==> src/rtl/rf_scoreboard_pkg.sv <==
// Shared constants and types for the register-file scoreboard.
package rf_scoreboard_pkg;

    localparam int unsigned NREG       = 32;
    localparam int unsigned REG_ADDR_W = 5;
    localparam int unsigned CNT_W      = 2;
    localparam int unsigned MAX_OUT    = 4;
    localparam int unsigned OUT_W      = $clog2(MAX_OUT + 1);

    typedef logic [REG_ADDR_W-1:0] reg_addr_t;
    typedef logic [CNT_W-1:0]      pend_cnt_t;
    typedef logic [OUT_W-1:0]      out_cnt_t;

    // Largest value a per-register pending counter may hold.
    localparam pend_cnt_t PEND_MAX = '1;

endpackage

==> src/rtl/rf_scoreboard_entry.sv <==
// Pending-write counter for a single architectural register.
module rf_scoreboard_entry
    import rf_scoreboard_pkg::*;
(
    input  logic      i_clk,
    input  logic      i_rst_n,
    input  logic      i_inc,
    input  logic      i_dec,
    input  logic      i_clr,
    output pend_cnt_t o_cnt,
    output logic      o_busy,
    output logic      o_at_max
);

    pend_cnt_t r_cnt;
    pend_cnt_t w_cnt_next;

    // Next count: clear wins, simultaneous inc/dec cancel out.
    always_comb begin
        w_cnt_next = r_cnt;
        if (i_clr) begin
            w_cnt_next = '0;
        end else if (i_inc && !i_dec) begin
            w_cnt_next = r_cnt + pend_cnt_t'(1);
        end else if (i_dec && !i_inc) begin
            w_cnt_next = r_cnt - pend_cnt_t'(1);
        end
    end

    // Counter state register.
    always_ff @(posedge i_clk or negedge i_rst_n) begin
        if (!i_rst_n) begin
            r_cnt <= '0;
        end else begin
            r_cnt <= w_cnt_next;
        end
    end

    assign o_cnt    = r_cnt;
    assign o_busy   = (r_cnt != '0);
    assign o_at_max = (r_cnt == PEND_MAX);

endmodule

==> src/rtl/rf_scoreboard.sv <==
// Register-file hazard scoreboard between issue and write-back.
// Optional macro RF_SCOREBOARD_WB_BYPASS_EN: a same-cycle retire clears a
// last-pending RAW hazard and the full condition.
module rf_scoreboard
    import rf_scoreboard_pkg::*;
(
    input  logic            i_clk,
    input  logic            i_rst_n,
    input  logic            i_issue_valid,
    output logic            o_issue_ready,
    input  logic            i_issue_rs1_ren,
    input  reg_addr_t       i_issue_rs1_addr,
    input  logic            i_issue_rs2_ren,
    input  reg_addr_t       i_issue_rs2_addr,
    input  logic            i_issue_rd_wen,
    input  reg_addr_t       i_issue_rd_addr,
    input  logic            i_wb_valid,
    input  reg_addr_t       i_wb_rd_addr,
    input  logic            i_flush,
    output logic [NREG-1:0] o_busy_vec,
    output out_cnt_t        o_out_cnt,
    output logic            o_err
);

    pend_cnt_t w_pend   [NREG];
    logic      w_at_max [NREG];
    logic      w_busy   [NREG];

    logic      w_issue_fire;
    logic      w_track;
    logic      w_wb_nz;
    logic      w_wb_eff;
    logic      w_raw1;
    logic      w_raw2;
    logic      w_waw;
    logic      w_full;
    out_cnt_t  r_out_cnt;
    out_cnt_t  w_out_cnt_next;
    logic      r_err;

    // x0 is never tracked.
    assign w_pend[0]   = '0;
    assign w_at_max[0] = 1'b0;
    assign w_busy[0]   = 1'b0;

    for (genvar g = 1; g < NREG; g++) begin : g_entry
        rf_scoreboard_entry u_entry (
            .i_clk    (i_clk),
            .i_rst_n  (i_rst_n),
            .i_inc    (w_track && (i_issue_rd_addr == reg_addr_t'(g))),
            .i_dec    (w_wb_eff && (i_wb_rd_addr == reg_addr_t'(g))),
            .i_clr    (i_flush),
            .o_cnt    (w_pend[g]),
            .o_busy   (w_busy[g]),
            .o_at_max (w_at_max[g])
        );
    end

    for (genvar g = 0; g < NREG; g++) begin : g_busy
        assign o_busy_vec[g] = w_busy[g];
    end

    assign w_wb_nz  = i_wb_valid && (i_wb_rd_addr != '0);
    assign w_wb_eff = w_wb_nz && (w_pend[i_wb_rd_addr] != '0);

    // Hazard and budget evaluation for the current issue request.
    always_comb begin
        w_raw1 = i_issue_rs1_ren && (i_issue_rs1_addr != '0) &&
                 (w_pend[i_issue_rs1_addr] != '0);
        w_raw2 = i_issue_rs2_ren && (i_issue_rs2_addr != '0) &&
                 (w_pend[i_issue_rs2_addr] != '0);
        w_waw  = i_issue_rd_wen && (i_issue_rd_addr != '0) && w_at_max[i_issue_rd_addr];
        w_full = (r_out_cnt == out_cnt_t'(MAX_OUT));
`ifdef RF_SCOREBOARD_WB_BYPASS_EN
        // Retiring the last pending write forwards its data to the read ports.
        if (w_wb_eff && (i_wb_rd_addr == i_issue_rs1_addr) &&
            (w_pend[i_issue_rs1_addr] == pend_cnt_t'(1))) begin
            w_raw1 = 1'b0;
        end
        if (w_wb_eff && (i_wb_rd_addr == i_issue_rs2_addr) &&
            (w_pend[i_issue_rs2_addr] == pend_cnt_t'(1))) begin
            w_raw2 = 1'b0;
        end
        if (w_wb_eff) begin
            w_full = 1'b0;
        end
`endif
    end

    assign o_issue_ready = !(w_raw1 || w_raw2 || w_waw || w_full || i_flush);
    assign w_issue_fire  = i_issue_valid && o_issue_ready;
    assign w_track       = w_issue_fire && i_issue_rd_wen && (i_issue_rd_addr != '0);

    // In-flight total: same cancel rule as the per-register counters.
    always_comb begin
        w_out_cnt_next = r_out_cnt;
        if (i_flush) begin
            w_out_cnt_next = '0;
        end else if (w_track && !w_wb_eff) begin
            w_out_cnt_next = r_out_cnt + out_cnt_t'(1);
        end else if (w_wb_eff && !w_track) begin
            w_out_cnt_next = r_out_cnt - out_cnt_t'(1);
        end
    end

    // In-flight counter and sticky retire-without-pending error.
    always_ff @(posedge i_clk or negedge i_rst_n) begin
        if (!i_rst_n) begin
            r_out_cnt <= '0;
            r_err     <= 1'b0;
        end else begin
            r_out_cnt <= w_out_cnt_next;
            if (w_wb_nz && !w_wb_eff) begin
                r_err <= 1'b1;
            end
        end
    end

    assign o_out_cnt = r_out_cnt;
    assign o_err     = r_err;

endmodule

==> config.mk <==
export PLATFORM = sky130hd
export DESIGN_NAME = rf_scoreboard
export DESIGN_NICKNAME = d
export VERILOG_FILES = /design/src/rtl/rf_scoreboard_pkg.sv /design/src/rtl/rf_scoreboard_entry.sv /design/src/rtl/rf_scoreboard.sv
export SDC_FILE = /design/constraint.sdc
export NUM_CORES = 1
export LEC_CHECK = 0
export ABC_AREA = 1
export CORE_UTILIZATION = 53
export CTS_CLUSTER_SIZE = 25
export DETAILED_ROUTE_END_ITERATION = 10
export PLACE_DENSITY = 0.75
export SETUP_SLACK_MARGIN = 0.02
export SYNTH_ARGS = -nofsm -noshare
export SYNTH_HDL_FRONTEND = slang
export SYNTH_SLANG_ARGS = --single-unit
==> constraint.sdc <==
create_clock -name i_clk -period 2.4 [get_ports i_clk]
set_input_delay 0.24 -clock i_clk [delete_from_list [all_inputs] [get_ports i_clk]]
set_output_delay 0.24 -clock i_clk [all_outputs]
set_load 0.01 [all_outputs]
# Yosys cells after proc, flatten, opt, wreduce, memory -nomap -nowiden
# Index checks and enable logic that the tools add are counted.
# word_totals
register_bits	66
input_bits	28
output_inout_bits	37
# classes
n_addsub	64
magnitude_cmp	4
eq_ne	94
n_mux	108
bitwise_logic	4
n_reduce_logical	277
# op_table
op	count
2-to-1 mux 2 bit	99
equality test 5 bit (second input constant)	32
logical AND 1 bit	138
nonzero test 3 bit	32
equality test 5 x 4 -> 1 bit (second input constant)	16
nonzero test 2 bit	34
logical NOT 1 bit	65
adder 2 x 1 -> 2 bit (second input constant)	31
equality test 2 bit (second input constant)	31
subtractor 2 x 1 -> 2 bit (second input constant)	31
equality test 5 x 3 -> 1 bit (second input constant)	8
binary-select mux 2 bit (select 5 bit)	3
>= comparator 6 bit (second input constant)	4
inverter 5 -> 6 bit	4
equality test 5 x 2 -> 1 bit (second input constant)	4
nonzero test 5 bit	4
equality test 5 x 1 -> 1 bit (second input constant)	2
2-to-1 mux 3 bit	3
binary-select mux 1 bit (select 5 bit)	1
logical OR 1 bit	4
adder 3 x 1 -> 3 bit (second input constant)	1
equality test 3 bit (second input constant)	1
subtractor 3 x 1 -> 3 bit (second input constant)	1
2-to-1 mux 1 bit	2

# Longest topological paths before layout
# Gate-level depths: netlist of run 1.
# depth
word_depth	20
ltp_mapped	23

# Hierarchy
# From an unflattened synthesis of run 1, not the netlist that was laid out.
# hier_totals
hier_cells	1166
hier_area_um2	6419.9
# by_module_without_submodules
module	instances	cells_per_inst	area_per_inst_um2	seq_area_each_um2
rf_scoreboard_entry	31	22	138.9	50.0
rf_scoreboard	1	484	2114.5	100.1

# Worst setup path before layout of run 1
# No wires, ideal clock.
# synth_path
path_type	register -> register
start	reg g_entry[23].u_entry.r_cnt[1]
end	reg r_out_cnt[1], in the netlist o_out_cnt[1]
setup_time_ns	0.083
arrival_time_ns	2.319
required_time_ns	2.317
path_slack_ns	-0.002
path_stages_with_launch	15
path_buffers	2
period_less_slack_ns	2.402
path_cell_list	dfrtp_1 > or2_2 > clkbuf_1 > a21oi_1 > nand2_1 > a21oi_1 > nand3b_1 > nand2_1 > nor2_2 > buf_2 > nor2_1 > fa_1 > nor2_1 > nand2_1 > o21ai_0
# synth_between
elab_chain_cells	16
elab_cells_between_ends	35
cone_classes	1 x eq/ne; 14 x mux; 20 x reduce/logical
# synth_lines
element	line	text
start: declaration	rf_scoreboard_entry.sv:15	pend_cnt_t r_cnt;
start signal: assignment	rf_scoreboard_entry.sv:35	r_cnt <= w_cnt_next;
binary-select mux 2 bit (select 5 bit) (on tied branches)	rf_scoreboard.sv:69, rf_scoreboard.sv:71	
2-to-1 mux 2 bit (on tied branches) (2 in series)	rf_scoreboard.sv:69, rf_scoreboard.sv:71	
nonzero test 2 bit (on tied branches)	rf_scoreboard.sv:69, rf_scoreboard.sv:71	
logical AND 1 bit (on tied branches)	rf_scoreboard.sv:68, rf_scoreboard.sv:70	
logical OR 1 bit (4 in series)	rf_scoreboard.sv:90	assign o_issue_ready = !(w_raw1 || w_raw2 || w_waw || w_full || i_flush);
logical NOT 1 bit	rf_scoreboard.sv:90	
logical AND 1 bit	rf_scoreboard.sv:91	assign w_issue_fire = i_issue_valid && o_issue_ready;
logical AND 1 bit (2 in series)	rf_scoreboard.sv:92	assign w_track = w_issue_fire && i_issue_rd_wen && (i_issue_rd_addr != '0);
logical AND 1 bit / logical NOT 1 bit (equally long branches)	rf_scoreboard.sv:99, rf_scoreboard.sv:101	
2-to-1 mux 3 bit / logical AND 1 bit (equally long branches)	rf_scoreboard.sv:99, rf_scoreboard.sv:101	
2-to-1 mux 3 bit / nonzero test 3 bit (equally long branches)	-	
end signal: assignment	rf_scoreboard.sv:112	r_out_cnt <= w_out_cnt_next;
end: declaration	rf_scoreboard.sv:37	out_cnt_t r_out_cnt;
# Several ways; a longest one is shown, not always the timed one. The select of a mux whose other input is x is not followed.
# A chain may end at the register's enable or synchronous reset.

# Worst setup path after layout of run 1
# layout_path
start	reg g_entry[9].u_entry.r_cnt[1]
end	reg r_out_cnt[1], in the netlist o_out_cnt[1]
# layout_between
elab_chain_cells	16
elab_cells_between_ends	35
cone_classes	1 x eq/ne; 14 x mux; 20 x reduce/logical
# layout_lines
element	line
start: declaration	rf_scoreboard_entry.sv:15
start signal: assignment	rf_scoreboard_entry.sv:35
binary-select mux 2 bit (select 5 bit) (on tied branches)	rf_scoreboard.sv:69, rf_scoreboard.sv:71
2-to-1 mux 2 bit (on tied branches) (2 in series)	rf_scoreboard.sv:69, rf_scoreboard.sv:71
nonzero test 2 bit (on tied branches)	rf_scoreboard.sv:69, rf_scoreboard.sv:71
logical AND 1 bit (on tied branches)	rf_scoreboard.sv:68, rf_scoreboard.sv:70
logical OR 1 bit (4 in series)	rf_scoreboard.sv:90
logical NOT 1 bit	rf_scoreboard.sv:90
logical AND 1 bit	rf_scoreboard.sv:91
logical AND 1 bit (2 in series)	rf_scoreboard.sv:92
logical AND 1 bit / logical NOT 1 bit (equally long branches)	rf_scoreboard.sv:99, rf_scoreboard.sv:101
2-to-1 mux 3 bit / logical AND 1 bit (equally long branches)	rf_scoreboard.sv:99, rf_scoreboard.sv:101
2-to-1 mux 3 bit / nonzero test 3 bit (equally long branches)	-
# Several ways; a longest one is shown, not always the timed one. The select of a mux whose other input is x is not followed.

==> out/metrics.csv, run 1 <==
stage;metric;value;unit
yosys;netlist_instances;1152;
sta;rsz0062_at_grt;yes;
yosys;synth-seq-area-share;25.10;%
yosys;synth_fp_nets;1181;
die;die_h;113.4;um
worst_setup_path;path_buf_inv;2;
flow_run;maxCapViolations;0;
outcome;status;finished, violations left;
yosys;synth_ff_type;dfrtp_1;
global_routing;grt_pass1_vias;7933;
worst_setup_path;cp_cell_sequence;nor2_2 > buf_4 > inv_1 > a21oi_1 > o21ai_0 > nor2_1 > nor2_1 > nor2_2 > nor2_4 > nor2_4 > nand2_4 > nor2_4 > fa_2 > nor2_2 > nand2_1 > o21ai_1;
place;portBuffers;63;
power_and_ir_drop;powerDensity;570.9;nW/um2
global_routing;grt_usage;40.70;%
sta;fmax;0.3935;GHz
die;pin_count;65;
die;core_area;12060;um2
power_and_ir_drop;pwr-share-seq;25.8;%
power_and_ir_drop;p_int;3.340;mW
clock_network;cts_buffer_depth;2;
detailed_routing;drt_iter0_markers;974;
die;die_w;113.4;um
sta;finalSetupViolCount;41;
clock_network;cts.sinks;66;
sta;worst_pin_slew;0.5395;ns
clock_network;h-tree-depth;3;
worst_setup_path;crit_arrival;2.81;ns
detailed_routing;vias;8624;
clock_network;cts_tree;done;
yosys;ys_warn_count;0;
sta;period_needed;2.541;ns
layout;multiInputGateArea;4423;um2
yosys;synthTopCellsByCount;381 x nand2_1, 146 x inv_1, 141 x nor2_1;
worst_setup_path;crit_path_start_kind;flip-flop;
worst_setup_path;cp_max_fo;5;
detailed_routing;drc;0;
clock_network;clock_latency;0.35;ns
global_routing;antenna_found_initial;0;
layout;fin_nets;1381;
place;gp_congestion;1.017;
layout;seq_area;1652;um2
layout;diodes;0;
worst_setup_path;critical_path.max_stage_delay;0.45;ns
detailed_routing;dr.pass1.iters;5;
worst_setup_path;setup.worst_path.end_class;flip-flop;
layout;fillers;945;
yosys;async_reset_ff_share;100.0;%
min_path;holdCritPathClass;primary input to async pin;
detailed_routing;via_per_inst;5.655;
yosys;synth.avg_cell_area;5.713;um2
yosys;synth_area;6581;um2
clock_network;cts_root_buffer;clkbuf_16;
power_and_ir_drop;leakage;5.079;nW
sta;slew_viol_final;0;
clock_network;cts_made_buffers;9;
yosys;netlist_top_cells_area;dfrtp_1 25%, nand2_1 22%, nand3_1 11%, inv_1 8.3%, nor2_1 8.0%;
sta;finalHoldViolations;0;
worst_setup_path;worst_ep_required_time;2.67;ns
yosys;synth_top_cell_area_share;25.10;%
worst_setup_path;cpLargestDelayFamily;simple AND/OR/NAND/NOR gates;
power_and_ir_drop;pwr-share-comb;45.6;%
sta;fin_skew;0.006376;ns
yosys;ys_seq_elements;66;
die;rows;40;
power_and_ir_drop;vdd_drop_max;0.4336;mV
global_routing;grt_pass1_wl;40200;um
layout;drive_above_1_share;26.46;%
sta;slew_headroom;64.03;%
yosys;synth-edff-count;0;
detailed_routing;wl_per_cell;17.38;um
yosys;yosys.area.top_type;dfrtp_1;
worst_setup_path;critPathSlowestCell;fa_2;
yosys;synth.distinct_cells;37;
clock_network;clk_pin_slew;0.06;ns
sta;setup-tns-final;-1.768;ns
worst_setup_path;crit_type;flip-flop to flip-flop;
detailed_routing;postRouteAntennaNets;0;
power_and_ir_drop;power.switching;2.056;mW
power_and_ir_drop;pwr-share-clk;28.6;%
place;dp_hpwl;19070;um
power_and_ir_drop;p_sw_share;38.10;%
die;start_util;54.56;%
global_routing;grt_max_degree;116;
detailed_routing;routed_wl;26510;um
yosys;synth_most_common_cell;nand2_1;
outcome;violations;setup timing;
die;die_area;12870;um2
power_and_ir_drop;total_power;5.395;mW
layout;syn2layout_area_growth;43.59;%
sta;final.period_utilization;105.9;%
global_routing;globalRoute.totalOverflow;0;
sta;worst_slack;-0.1414;ns
final timing paths:
kind / start / to / slack (ns) / depth (start not counted)
min in group i_clk: o_err$_DFFE_PN0P_ / o_err$_DFFE_PN0P_ / 0.48 / 1
min: i_rst_n / g_entry[4].u_entry.o_cnt[1]$_DFFE_PN0P_ / 0.42 / 3
max reg2reg: g_entry[9].u_entry.o_cnt[1]$_DFFE_PN0P_ / o_out_cnt[1]$_DFFE_PN0P_ / -0.14 / 16
min reg2reg: o_err$_DFFE_PN0P_ / o_err$_DFFE_PN0P_ / 0.48 / 1
max: g_entry[9].u_entry.o_cnt[1]$_DFFE_PN0P_ / o_out_cnt[1]$_DFFE_PN0P_ / -0.14 / 16
max in group asynchronous: i_rst_n / g_entry[7].u_entry.o_cnt[0]$_DFFE_PN0P_ / 1.63 / 3
registers in the layout, indices dropped and copies added (netlist names):
register	count
g_entry.u_entry.o_cnt	62
o_out_cnt	3
o_err	1
cells by family (layout without fill, tap and decap cells):
kind of cell	count (synthesis)	in the layout	share of synthesized area (%)
compound gates	109	109	9.544
xor+xnor	1	1	0.1331
fa+ha+maj	1	1	0.3042
buf+inv	224	429	15.44
flops	66	66	25.09
other cells	1	1	0.05698
simple gates	750	750	49.43
routing by layer:
layer / global-route usage [%] / share of wire, % / wire length [um]
met3: 9.883 / 11 / 2925
met4: 22.19 / 5.5 / 1466
met1: 52.10 / 40 / 10500
met5: 0 / 0 / 0
met2: 63.44 / 44 / 11610
cells in the final DEF (no fill, tap or decap), drive strengths merged:
master / instances
nand2: 385
buf: 199
nor2: 153
inv: 151
nand3: 141
dfrtp: 66
nand4: 63
o21ai: 56
clkdlybuf4s50: 51
a21oi: 25
clkbuf: 12
o22ai: 11
o21bai: 8
dlygate4sd2: 6
o211ai: 4
dlymetal6s2s: 4
nor3: 3
or2: 3
nand3b: 2
bufinv: 2
clkinv: 2
a22oi: 1
o21a: 1
o41ai: 1
a31oi: 1
xor2: 1
a21o: 1
fa: 1
conb: 1
clkinvlp: 1
dlygate4sd3: 1
power groups by stage:
stage                     registers [mW]  clock network [mW]  logic [mW]
after floorplan                     1.39                   0        1.14
after global placement              1.38                   0        2.18
after detailed placement            1.39                   0        2.21
after CTS                           1.38                1.53        2.28
after global routing                1.41                1.58        2.63
final                               1.39                1.54        2.46
final cells by class:
type                    instances  area share (%)
multi-input cells             862           46.80
repair buffers                261           23.77
flip-flops and latches         66           17.48
inverters                     152           6.143
clock buffers                  12           2.820
well taps                     168           2.224
clock inverters                 4          0.7679
worst min-delay path, delay by kind of cell:
family | cells | cell delay [ns]
buf+inv | 3 | 0.95
what timing repair did:
item,in CTS,in global routing
pin swaps,13,42
endpoints found under the setup margin,66,66
hold endpoints to repair,66,0
setup buffers,8,7
hold buffers,1,0
gates resized for setup,52,131
per-stage QoR:
stage	std cells	instance area (um2)	util, %	setup WS (ns)	hold WS (ns)
4_1_cts	1519	8955	74.24	-0.09193	0.4766
5_1_grt	1525	9450	78.35	-0.2876	0.4737
3_5_place_dp	1494	8413	69.75	-0.6174	0.2953
6_report	1525	9450	78.35	-0.1414	0.4234
2_1_floorplan	1152	6584	-	0.04569	-0.05559
3_3_place_gp	1494	8413	69.75	-0.5636	0.2918
No activity file was read; power rests on OpenSTA's default activity.
==> run 2, diff against run 1 <==
--- a/config.mk
+++ b/config.mk
@@ -11,6 +11,7 @@
 export DETAILED_ROUTE_END_ITERATION = 10
 export PLACE_DENSITY = 0.75
 export SETUP_SLACK_MARGIN = 0.02
+export SLEW_MARGIN = 10
 export SYNTH_ARGS = -nofsm -noshare
 export SYNTH_HDL_FRONTEND = slang
 export SYNTH_SLANG_ARGS = --single-unit
==> results of run 2 <==
Final layout, timing and power as in run 1 (identical DEF).
==> run 3, diff against run 2 <==
--- a/config.mk
+++ b/config.mk
@@ -6,10 +6,10 @@
 export NUM_CORES = 1
 export LEC_CHECK = 0
 export ABC_AREA = 1
-export CORE_UTILIZATION = 53
+export CORE_UTILIZATION = 50
 export CTS_CLUSTER_SIZE = 25
 export DETAILED_ROUTE_END_ITERATION = 10
-export PLACE_DENSITY = 0.75
+export PLACE_DENSITY = 0.71
 export SETUP_SLACK_MARGIN = 0.02
 export SLEW_MARGIN = 10
 export SYNTH_ARGS = -nofsm -noshare
==> run 3 against run 2 <==
Compared with the run above:
- the run still ends with setup timing left
- via count shrank 2.6%
- critical path depth grew 3
- register-to-register slack gained 0.03 ns
- critical path type unchanged
- highest routed layer unchanged
==> out/metrics.csv, run 3 (synthesis gave the netlist of run 1 again) <==
stage;metric;value;unit;change
worst_setup_path;cp_max_fo;5;;unchanged
worst_setup_path;r2r-start;g_entry[2].u_entry.o_cnt[1]$_DFFE_PN0P_;;was g_entry[9].u_entry.o_cnt[1]$_DFFE_PN0P_
clock_network;cts_made_buffers;9;;unchanged
layout;diodes;0;;unchanged
clock_network;cts_buffer_depth;2;;unchanged
die;core_area;12720;um2;was 12060 um2
power_and_ir_drop;total_power;5.086;mW;was 5.395 mW
global_routing;grt_max_degree;116;;unchanged
sta;fmax;0.3974;GHz;was 0.3935 GHz
clock_network;h-tree-depth;3;;unchanged
worst_setup_path;cp_cell_sequence;buf_4 > inv_1 > nand2_1 > o22ai_1 > o21ai_0 > nand3_1 > nand2_1 > nor2_1 > nor2_2 > nor2_4 > nand2_4 > buf_6 > nor2_4 > buf_12 > nand2_4 > nand2_4 > nand2_2 > nand3_2 > nand2_1;;was nor2_2 > buf_4 > inv_1 > a21oi_1 > o21ai_0 > nor2_1 > nor2_1 > nor2_2 > nor2_4 > nor2_4 > nand2_4 > nor2_4 > fa_2 > nor2_2 > nand2_1 > o21ai_1
detailed_routing;vias;8399;;was 8624
layout;drive_above_1_share;23.58;%;was 26.46%
outcome;status;finished, violations left;;unchanged
power_and_ir_drop;powerDensity;546.4;nW/um2;was 570.9 nW/um2
clock_network;cts_tree;done;;unchanged
layout;fillers;1163;;was 945
place;portBuffers;63;;unchanged
sta;slew_headroom;54.64;%;was 64.03%
sta;worst_slack;-0.1161;ns;was -0.1414 ns
place;dp_hpwl;19650;um;was 19070 um
sta;worst_pin_slew;0.6779;ns;was 0.5395 ns
layout;final_cell_mix;353 x nand2_1, 190 x buf_4, 144 x inv_1, 126 x nor2_1, 123 x nand3_1;;was 330 x nand2_1, 179 x buf_4, 140 x inv_1, 118 x nor2_1, 113 x nand3_1
die;die_h;116.7;um;was 113.4 um
sta;hold-worst-slack;0.4057;ns;was 0.4234 ns
flow_run;maxCapViolations;0;;unchanged
global_routing;globalRoute.totalOverflow;0;;unchanged
layout;multiInputGateArea;4230;um2;was 4423 um2
sta;final.period_utilization;104.8;%;was 105.9%
worst_setup_path;worst_ep_required_time;2.64;ns;was 2.67 ns
layout;syn2layout_area_growth;41.44;%;was 43.59%
power_and_ir_drop;vdd_drop_max;0.3471;mV;was 0.4336 mV
worst_setup_path;critical_path.max_stage_delay;0.39;ns;was 0.45 ns
layout;largest_reg_flops;62;;unchanged
detailed_routing;via_per_inst;5.447;;was 5.655
detailed_routing;drt_iter0_markers;872;;was 974
worst_setup_path;setup.worst_path.end_class;flip-flop;;unchanged
layout;fin_nets;1395;;was 1381
global_routing;antenna_found_initial;0;;unchanged
die;start_util;51.73;%;was 54.56%
global_routing;grt_usage;38.97;%;was 40.70%
die;pin_count;65;;unchanged
min_path;holdCritPathClass;primary input to async pin;;unchanged
sta;setup-tns-final;-1.641;ns;was -1.768 ns
clock_network;cts.sinks;66;;unchanged
power_and_ir_drop;leakage;4.998;nW;was 5.079 nW
global_routing;grt_pass1_vias;7633;;was 7933
sta;period_needed;2.516;ns;was 2.541 ns
worst_setup_path;crit_path_start_kind;flip-flop;;unchanged
place;gp_congestion;1.005;;was 1.017
clock_network;clk_pin_slew;0.06;ns;about the same
detailed_routing;drc;0;;unchanged
sta;fin_skew;0.006543;ns;was 0.006376 ns
layout;layout_commonest_cell;nand2_1;;unchanged
detailed_routing;routed_wl;25880;um;was 26510 um
outcome;violations;setup timing;;unchanged
layout;seq_area;1652;um2;unchanged
global_routing;grt_pass1_wl;39160;um;was 40200 um
worst_setup_path;crit_type;flip-flop to flip-flop;;unchanged
detailed_routing;postRouteAntennaNets;0;;unchanged
die;rows;41;;was 40
detailed_routing;wl_per_cell;16.78;um;was 17.38 um
clock_network;clock_latency;0.35;ns;about the same
worst_setup_path;critPathSlowestCell;dfrtp_1;;was fa_2
die;die_w;116.7;um;was 113.4 um
sta;finalSetupViolCount;36;;was 41
die;die_area;13630;um2;was 12870 um2
sta;finalHoldViolations;0;;unchanged
worst_setup_path;critPathLaunch;g_entry[2].u_entry.o_cnt[1]$_DFFE_PN0P_;;was g_entry[9].u_entry.o_cnt[1]$_DFFE_PN0P_
sta;rsz0062_at_grt;yes;;unchanged
sta;slew_viol_final;0;;unchanged
clock_network;cts_root_buffer;clkbuf_16;;unchanged
worst_setup_path;crit_arrival;2.76;ns;was 2.81 ns
detailed_routing;dr.pass1.iters;6;;was 5
run 3: cell count changes in the layout (fill, tap and decap cells not counted), moves of 4 or more:
| cell | change |
|---|---|
| nand2_1 | +23 |
| nand2_2 | -19 |
| buf_4 | +11 |
| nand3_2 | -11 |
| nand3_1 | +10 |
| nor2_1 | +8 |
| dlymetal6s2s_1 | -4 |
| inv_1 | +4 |
| nand2_4 | -4 |
| nor2_2 | -4 |
| nor2_4 | -4 |
| o21bai_2 | +4 |
| o21bai_4 | -4 |
run 3: cell type report:
type	count	area share, %
clock buffer	12	2.540
inverter	152	6.183
clock inverter	3	0.1882
sequential	66	17.74
timing repair buffer	275	25.59
tap	172	2.312
multi-input combinational	862	45.44
run 3: final timing paths:
| check | cells after the start | slack (ns) | endpoint |
|---|---|---|---|
| worst max-delay path | 19 | -0.12 | g_entry[21].u_entry.o_cnt[1]$_DFFE_PN0P_ |
| worst min-delay path | 2 | 0.41 | g_entry[4].u_entry.o_cnt[0]$_DFFE_PN0P_ |
| worst max register to register | 19 | -0.12 | g_entry[21].u_entry.o_cnt[1]$_DFFE_PN0P_ |
| worst min register to register | 1 | 0.47 | o_err$_DFFE_PN0P_ |
| max in group asynchronous | 3 | 1.33 | g_entry[28].u_entry.o_cnt[0]$_DFFE_PN0P_ |
| min in group i_clk | 1 | 0.47 | o_err$_DFFE_PN0P_ |
run 3: where the power goes:
part	switching [mW]	leakage, nW	internal (mW)
Clock	0.521	0.122	0.690
Sequential	0.117	0.857	1.27
Combinational	1.33	4.02	1.16
run 3: routing by layer:
metal	vias to the layer above	GRT usage, %	wire [um]
met5	-	0	0
met4	0	20.76	1346
met3	84	9.652	2631
met2	411	61.18	11290
met1	3813	49.33	10610
li1	4091	-	-
run 3: repair_timing:
item | in CTS | in global routing
hold buffers | 1 | 0
pin swaps | 19 | 36
cloned | 2 | 0
resized for setup | 69 | 48
setup buffers | 11 | 6
endpoints found under the setup margin | 65 | 66
endpoints found under the hold margin | 19 | 0
run 3: worst max-delay path, delay by kind of cell (launching register included):
kind | cells | cell delay (ns)
buf+inv | 4 | 0.49
simple gates | 13 | 1.21
flops | 1 | 0.39
compound gates | 2 | 0.30
run 3: per-stage QoR:
stage	instance area (um2)	std cells	utilization (%)	setup WS [ns]
finish	9309	1542	73.17	-0.1161
global placement	8526	1509	67.01	-0.5590
detailed placement	8526	1509	67.01	-0.5932
global route	9309	1542	73.17	-0.3195
CTS	9116	1537	71.66	-0.05899
floorplan	6584	1152	-	0.04569
